### src/rtl/rgb_pwm_pkg.sv
// Shared types and defaults for the RGB LED driver sequencer and PWM source.
package rgb_pwm_pkg;

    typedef enum logic [1:0] {
        ST_OFF,
        ST_SETTLE,
        ST_RUN
    } state_t;

    localparam int CH_R = 0;
    localparam int CH_G = 1;
    localparam int CH_B = 2;

    localparam int DEF_SETTLE_CYCLES = 1200;
    localparam int DEF_PRESCALE      = 47;
    localparam int DEF_PWM_BITS      = 8;

endpackage

### src/rtl/rgb_pwm_chan.sv
// One PWM channel: shadow duty, active duty and the registered duty comparator.
module rgb_pwm_chan
    import rgb_pwm_pkg::*;
#(
    parameter int PWM_BITS = DEF_PWM_BITS
) (
    input  logic                clk,
    input  logic                rst,
    input  logic                wr_en,
    input  logic [PWM_BITS-1:0] wr_data,
    input  logic                load,
    input  logic                run_next,
    input  logic [PWM_BITS-1:0] cnt_next,
    output logic                pwm
);

    logic [PWM_BITS-1:0] shadow;
    logic [PWM_BITS-1:0] active;
    logic [PWM_BITS-1:0] active_next;

    // A write on a load edge lands in shadow only; active takes the old shadow.
    always_comb begin
        active_next = load ? shadow : active;
    end

    always_ff @(posedge clk) begin
        if (rst) begin
            shadow <= '0;
            active <= '0;
            pwm    <= 1'b0;
        end else begin
            if (wr_en) begin
                shadow <= wr_data;
            end
            active <= active_next;
            pwm    <= run_next && (cnt_next < active_next);
        end
    end

endmodule

### src/rtl/rgb_pwm_ctrl.sv
// Enable sequencing (CURREN, settle, RGBLEDEN) and three-channel PWM for the
// iCE40UP RGB LED driver primitive.
module rgb_pwm_ctrl
    import rgb_pwm_pkg::*;
#(
    parameter int SETTLE_CYCLES = DEF_SETTLE_CYCLES,
    parameter int PRESCALE      = DEF_PRESCALE,
    parameter int PWM_BITS      = DEF_PWM_BITS
) (
    input  logic                clk,
    input  logic                rst,
    input  logic                en,
    input  logic                wr_valid,
    input  logic [1:0]          wr_sel,
    input  logic [PWM_BITS-1:0] wr_data,
    output logic                wr_ready,
    output logic                curren,
    output logic                rgbleden,
    output logic [2:0]          pwm,
    output logic                running,
    output logic                period_start
);

    localparam int SW = $clog2(SETTLE_CYCLES + 1);
    localparam int PW = (PRESCALE > 0) ? $clog2(PRESCALE + 1) : 1;
    localparam logic [PWM_BITS-1:0] CNT_MAX = '1;

    state_t              state;
    state_t              state_next;
    logic [SW-1:0]       settle;
    logic [PW-1:0]       presc;
    logic [PW-1:0]       presc_next;
    logic [PWM_BITS-1:0] cnt;
    logic [PWM_BITS-1:0] cnt_next;
    logic                tick;
    logic                wrap;
    logic                run_entry;
    logic                load;
    logic                wr_fire;
    logic                curren_next;
    logic                run_next;

    // State register; outputs are registered from the next-state decode so
    // they change on the same edge as the state.
    always_ff @(posedge clk) begin
        if (rst) begin
            state        <= ST_OFF;
            settle       <= '0;
            presc        <= '0;
            cnt          <= '0;
            wr_ready     <= 1'b0;
            curren       <= 1'b0;
            rgbleden     <= 1'b0;
            running      <= 1'b0;
            period_start <= 1'b0;
        end else begin
            state <= state_next;
            if (state_next != ST_SETTLE) begin
                settle <= '0;
            end else if (state != ST_SETTLE) begin
                settle <= SW'(SETTLE_CYCLES - 1);
            end else begin
                settle <= settle - 1'b1;
            end
            presc        <= presc_next;
            cnt          <= cnt_next;
            wr_ready     <= 1'b1;
            curren       <= curren_next;
            rgbleden     <= run_next;
            running      <= run_next;
            period_start <= load;
        end
    end

    // Next state plus the prescaler / PWM counter advance.
    always_comb begin
        state_next = state;
        case (state)
            ST_OFF:    if (en) state_next = ST_SETTLE;
            ST_SETTLE: begin
                if (!en) begin
                    state_next = ST_OFF;
                end else if (settle == '0) begin
                    state_next = ST_RUN;
                end
            end
            ST_RUN:    if (!en) state_next = ST_OFF;
            default:   state_next = ST_OFF;
        endcase

        tick       = (presc == PW'(PRESCALE));
        run_entry  = (state_next == ST_RUN) && (state != ST_RUN);
        presc_next = '0;
        cnt_next   = '0;
        wrap       = 1'b0;
        if ((state_next == ST_RUN) && !run_entry) begin
            presc_next = tick ? '0 : presc + 1'b1;
            cnt_next   = tick ? cnt + 1'b1 : cnt;
            wrap       = tick && (cnt == CNT_MAX);
        end
        load = run_entry || wrap;
    end

    always_comb begin
        curren_next = (state_next != ST_OFF);
        run_next    = (state_next == ST_RUN);
        wr_fire     = wr_valid && wr_ready;
    end

    rgb_pwm_chan #(.PWM_BITS(PWM_BITS)) u_chan_r (
        .clk      (clk),
        .rst      (rst),
        .wr_en    (wr_fire && (wr_sel == 2'(CH_R))),
        .wr_data  (wr_data),
        .load     (load),
        .run_next (run_next),
        .cnt_next (cnt_next),
        .pwm      (pwm[CH_R])
    );

    rgb_pwm_chan #(.PWM_BITS(PWM_BITS)) u_chan_g (
        .clk      (clk),
        .rst      (rst),
        .wr_en    (wr_fire && (wr_sel == 2'(CH_G))),
        .wr_data  (wr_data),
        .load     (load),
        .run_next (run_next),
        .cnt_next (cnt_next),
        .pwm      (pwm[CH_G])
    );

    rgb_pwm_chan #(.PWM_BITS(PWM_BITS)) u_chan_b (
        .clk      (clk),
        .rst      (rst),
        .wr_en    (wr_fire && (wr_sel == 2'(CH_B))),
        .wr_data  (wr_data),
        .load     (load),
        .run_next (run_next),
        .cnt_next (cnt_next),
        .pwm      (pwm[CH_B])
    );

endmodule

### config.mk
export PLATFORM = sky130hd
export DESIGN_NAME = rgb_pwm_ctrl
export DESIGN_NICKNAME = d
export VERILOG_FILES = /design/src/rtl/rgb_pwm_pkg.sv /design/src/rtl/rgb_pwm_chan.sv /design/src/rtl/rgb_pwm_ctrl.sv
export SDC_FILE = /design/constraint.sdc
export NUM_CORES = 1
export LEC_CHECK = 0
export BUFFER_PORTS_ARGS = -buffer_cell sky130_fd_sc_hd__buf_4
export CORE_UTILIZATION = 23
export CTS_CLUSTER_SIZE = 10
export DETAILED_ROUTE_END_ITERATION = 6
export GPL_TIMING_DRIVEN = 0
export SYNTH_ARGS = -nofsm -noshare
export SYNTH_HDL_FRONTEND = slang
export SYNTH_HIERARCHICAL = 1
export SYNTH_SLANG_ARGS = --single-unit
### constraint.sdc
create_clock -name clk -period 3.3 [get_ports clk]
set_clock_uncertainty 0.1 [all_clocks]
set_input_delay 0.33 -clock clk [delete_from_list [all_inputs] [get_ports clk]]
set_output_delay 0.33 -clock clk [all_outputs]
set_load 0.02 [all_outputs]
==> qor.yml <==
status:
  status: "finished clean"
routing:
  via_per_inst: 4.22
  drt_wl_total_um: 7430
  ant_nets: 0
  wl_per_cell_um: 12.1
  drc: 0
  first_iter_violations: 128
  vias: 2601
  drtPass1Iterations: 4
die:
  dieArea_um2: 16400
  die_y_um: 128
  fp.coreArea_um2: 15400
  io_pins: 22
  num_rows: 45
  initial_core_util_pct: 23.8
  die-width_um: 128
timing:
  slew_headroom_pct: 68.9
  hold_violations: 0
  fmax_mhz: 322
  rsz0062_at_grt: "false"
  finalSetupTns_ns: 0
  setup_viol: 0
  slew_viol_final: 0
  tightest_slew_ns: 0.463
  finalCritPeriodShare_pct: 94.1
  min_period_ns: 3.11
final_layout:
  final_nets: 440
  drive_gt1_share_pct: 17.5
  layout_commonest_cell: "dfxtp_1"
  syn2layout_area_growth_pct: 20.3
  final_cell_mix: "dfxtp_1 (82), nor2_1 (75), mux2i_1 (48)"
  antenna_cells: 0
yosys:
  synthSimpleGateAreaFrac_pct: 18.2
  synthesis.area_um2: 3660
  avgSynthCellArea_um2: 9.97
  synth_top_family_by_area: "simple AND/OR/NAND/NOR gates"
  synth_cells: 367
  synth-seq-cells: 82
  syn_nets: 406
  synth-edff-count: 0
  synth_cell_types: 40
  synth.area.mux_share_pct: 13.4
  yosys_warnings: 6
  synthArstFlopShare_pct: 0
  synth_xor_area_share_pct: 4.55
  synth_fa_ha_area_share_pct: 8.55
  synthFlopType: "dfxtp_1"
  synth_compound_area_share_pct: 6.70
  synth_seq_area_share_pct: 44.9
critical_path:
  slowest_stage: "or3_4"
  cp_data_arrival_time_ns: 3.27
  cp.required_ns: 3.46
  startpoint: "presc[0]"
  reg2reg_from: "presc[0]"
  critPathBufInv: 2
  start_kind: "flip-flop"
  crit_family: "compound AO/OA/AOI/OAI gates"
  r2r_setup_slack_ns: 0.19
  cpPeakStageDelay_ns: 0.42
  crit_path_frequent_cell: "ha_1"
  rr_endpoint: "u_chan_g/pwm"
  crit_chain: "ha_1, and3_1, buf_2, nand3_1, or3_4, o22ai_4, buf_6, mux2i_1, ha_1, a211oi_1, o211a_1, a32o_1"
  cp-end-kind: "flip-flop"
  crit_type: "reg2reg"
  ff2ff_path_depth: 12
  crit_fanout: 8
grt:
  antenna_found_initial: 0
  grt_usage_pct: 9.88
  grt_max_degree: 14
  grt_pass1_vias: 2560
  grt_pass1_wl_um: 12500
  globalRoute.totalOverflow: 0
place:
  gp_congestion: 0.793
  place.port_buffers: 21
  dp_hpwl_um: 5850
min_path:
  holdPathEnd: "wr_ready"
  hold_class: "in2reg"
  hp-start: "rst"
  hold_depth: 2
pwr:
  peakVddDrop_uv: 272
  cellLeakagePower_nw: 1.67
  p_total_w: 0.00206
  p_switching_w: 0.000468
  pwr-share-seq_pct: 49.5
  power_density_nw_per_um2: 468
  pwr-share-comb_pct: 6.7
  internal-power_w: 0.00159
  switching_share_pct: 22.7
  p_clk_share_pct: 43.8
clock_network:
  cts-root-buf: "clkbuf_16"
  htreeDepth: 3
  clockBufferDepth: 2
  cts_tree: "yes"
  cts_buffers: 9
  clkLatencyLatePin_ns: 0.33
  cts_sinks: 82
  cts.clk_slew.worst_paths_ns: 0.06
  hold_buffers: 0
run:
  max_cap_violations: 0
## cells in the mapped netlist (all sizes together), types with 5 or more instances
cell | instances | area, um^2
a21oi | 14 | 96.3
buf | 16 | 104
dfxtp | 82 | 1640
ha | 25 | 313
inv | 9 | 33.8
mux2i | 49 | 490
nand2 | 15 | 56.3
nand3 | 7 | 35.0
nor2 | 75 | 282
nor3 | 5 | 30.0
nor3b | 6 | 60.1
xnor2 | 6 | 52.6
xor2 | 13 | 114
## repair_timing
item | 4_1_cts | 5_1_grt
endpoints found under the setup margin | 3 | 3
pin swaps | 0 | 2
gates resized for setup | 2 | 4
setup buffers | 0 | 2
cloned | 0 | 0
hold endpoints to repair | 0 | 0
## worst max path at each step
| stage | endpoint | slack [ns] | cells past startpoint |
|---|---|---|---|
| finish | u_chan_g/pwm | 0.19 | 12 |
| global route | u_chan_g/pwm | 0.01 | 12 |
| CTS | u_chan_b/pwm | 0.006 | 12 |
| detailed placement | u_chan_b/pwm | -0.16 | 12 |
| global placement | u_chan_g/pwm | -0.04 | 12 |
| floorplan | u_chan_r/pwm | 0.36 | 12 |
## metrics by stage
stage	setup slack [ns]	utilization [%]	cells	hold slack, ns	instance area (um^2)
floorplan	0.360	-	367	0.287	3660
global placement	-0.0386	26.6	599	0.325	4080
detailed placement	-0.158	26.6	599	0.332	4080
CTS	0.00624	28.4	614	0.117	4370
global route	0.0120	28.7	616	0.133	4400
finish	0.195	28.7	616	0.131	4400
## metal layers
layer | share of wire (%) | global-route usage, % | routed length [um] | up-vias
met4 | 1.3 | 3.67 | 95 | 0
met1 | 47 | 12.1 | 3510 | 1222
met3 | 3.7 | 3.38 | 278 | 7
li1 | - | - | - | 1341
met5 | 0 | 0 | 0 | -
met2 | 48 | 15.9 | 3550 | 31
## flip-flops by register name (all words and copies together), names as in the netlist, 2 cells and up
| name | flops |
|---|---|
| cnt | 8 |
| u_chan_b/active | 8 |
| u_chan_g/shadow | 8 |
| u_chan_g/active | 8 |
| u_chan_r/active | 8 |
| settle | 11 |
| state | 2 |
| u_chan_b/shadow | 8 |
| presc | 6 |
| u_chan_r/shadow | 8 |
## kinds of logic (layout without fill, tap and decap cells)
group           count (synthesis)  after routing
simple gates                  134            134
flops                          82             82
mux                            49             49
compound gates                 33             33
fa+ha+maj                      25             25
buf+inv                        25             63
xor+xnor                       19             19
## power groups by stage
stage | clock network, W | registers (W) | logic (W)
3_3_place_gp | 0 | 0.00104 | 0.000135
4_1_cts | 0.000932 | 0.00102 | 0.000140
2_1_floorplan | 0 | 0.00104 | 0.0000941
6_report | 0.000903 | 0.00102 | 0.000139
5_1_grt | 0.000981 | 0.00102 | 0.000153
3_5_place_dp | 0 | 0.00104 | 0.000138
## layout make-up
class,count,area [um^2]
buffer,16,104
clock buffer,11,243
clock inverter,4,28.8
fill,1575,11000
inverter,9,33.8
multi-input combinational,260,1920
sequential,82,1640
tap,211,264
timing repair buffer,23,173
Note: power is estimated with default switching activity, not from simulation.
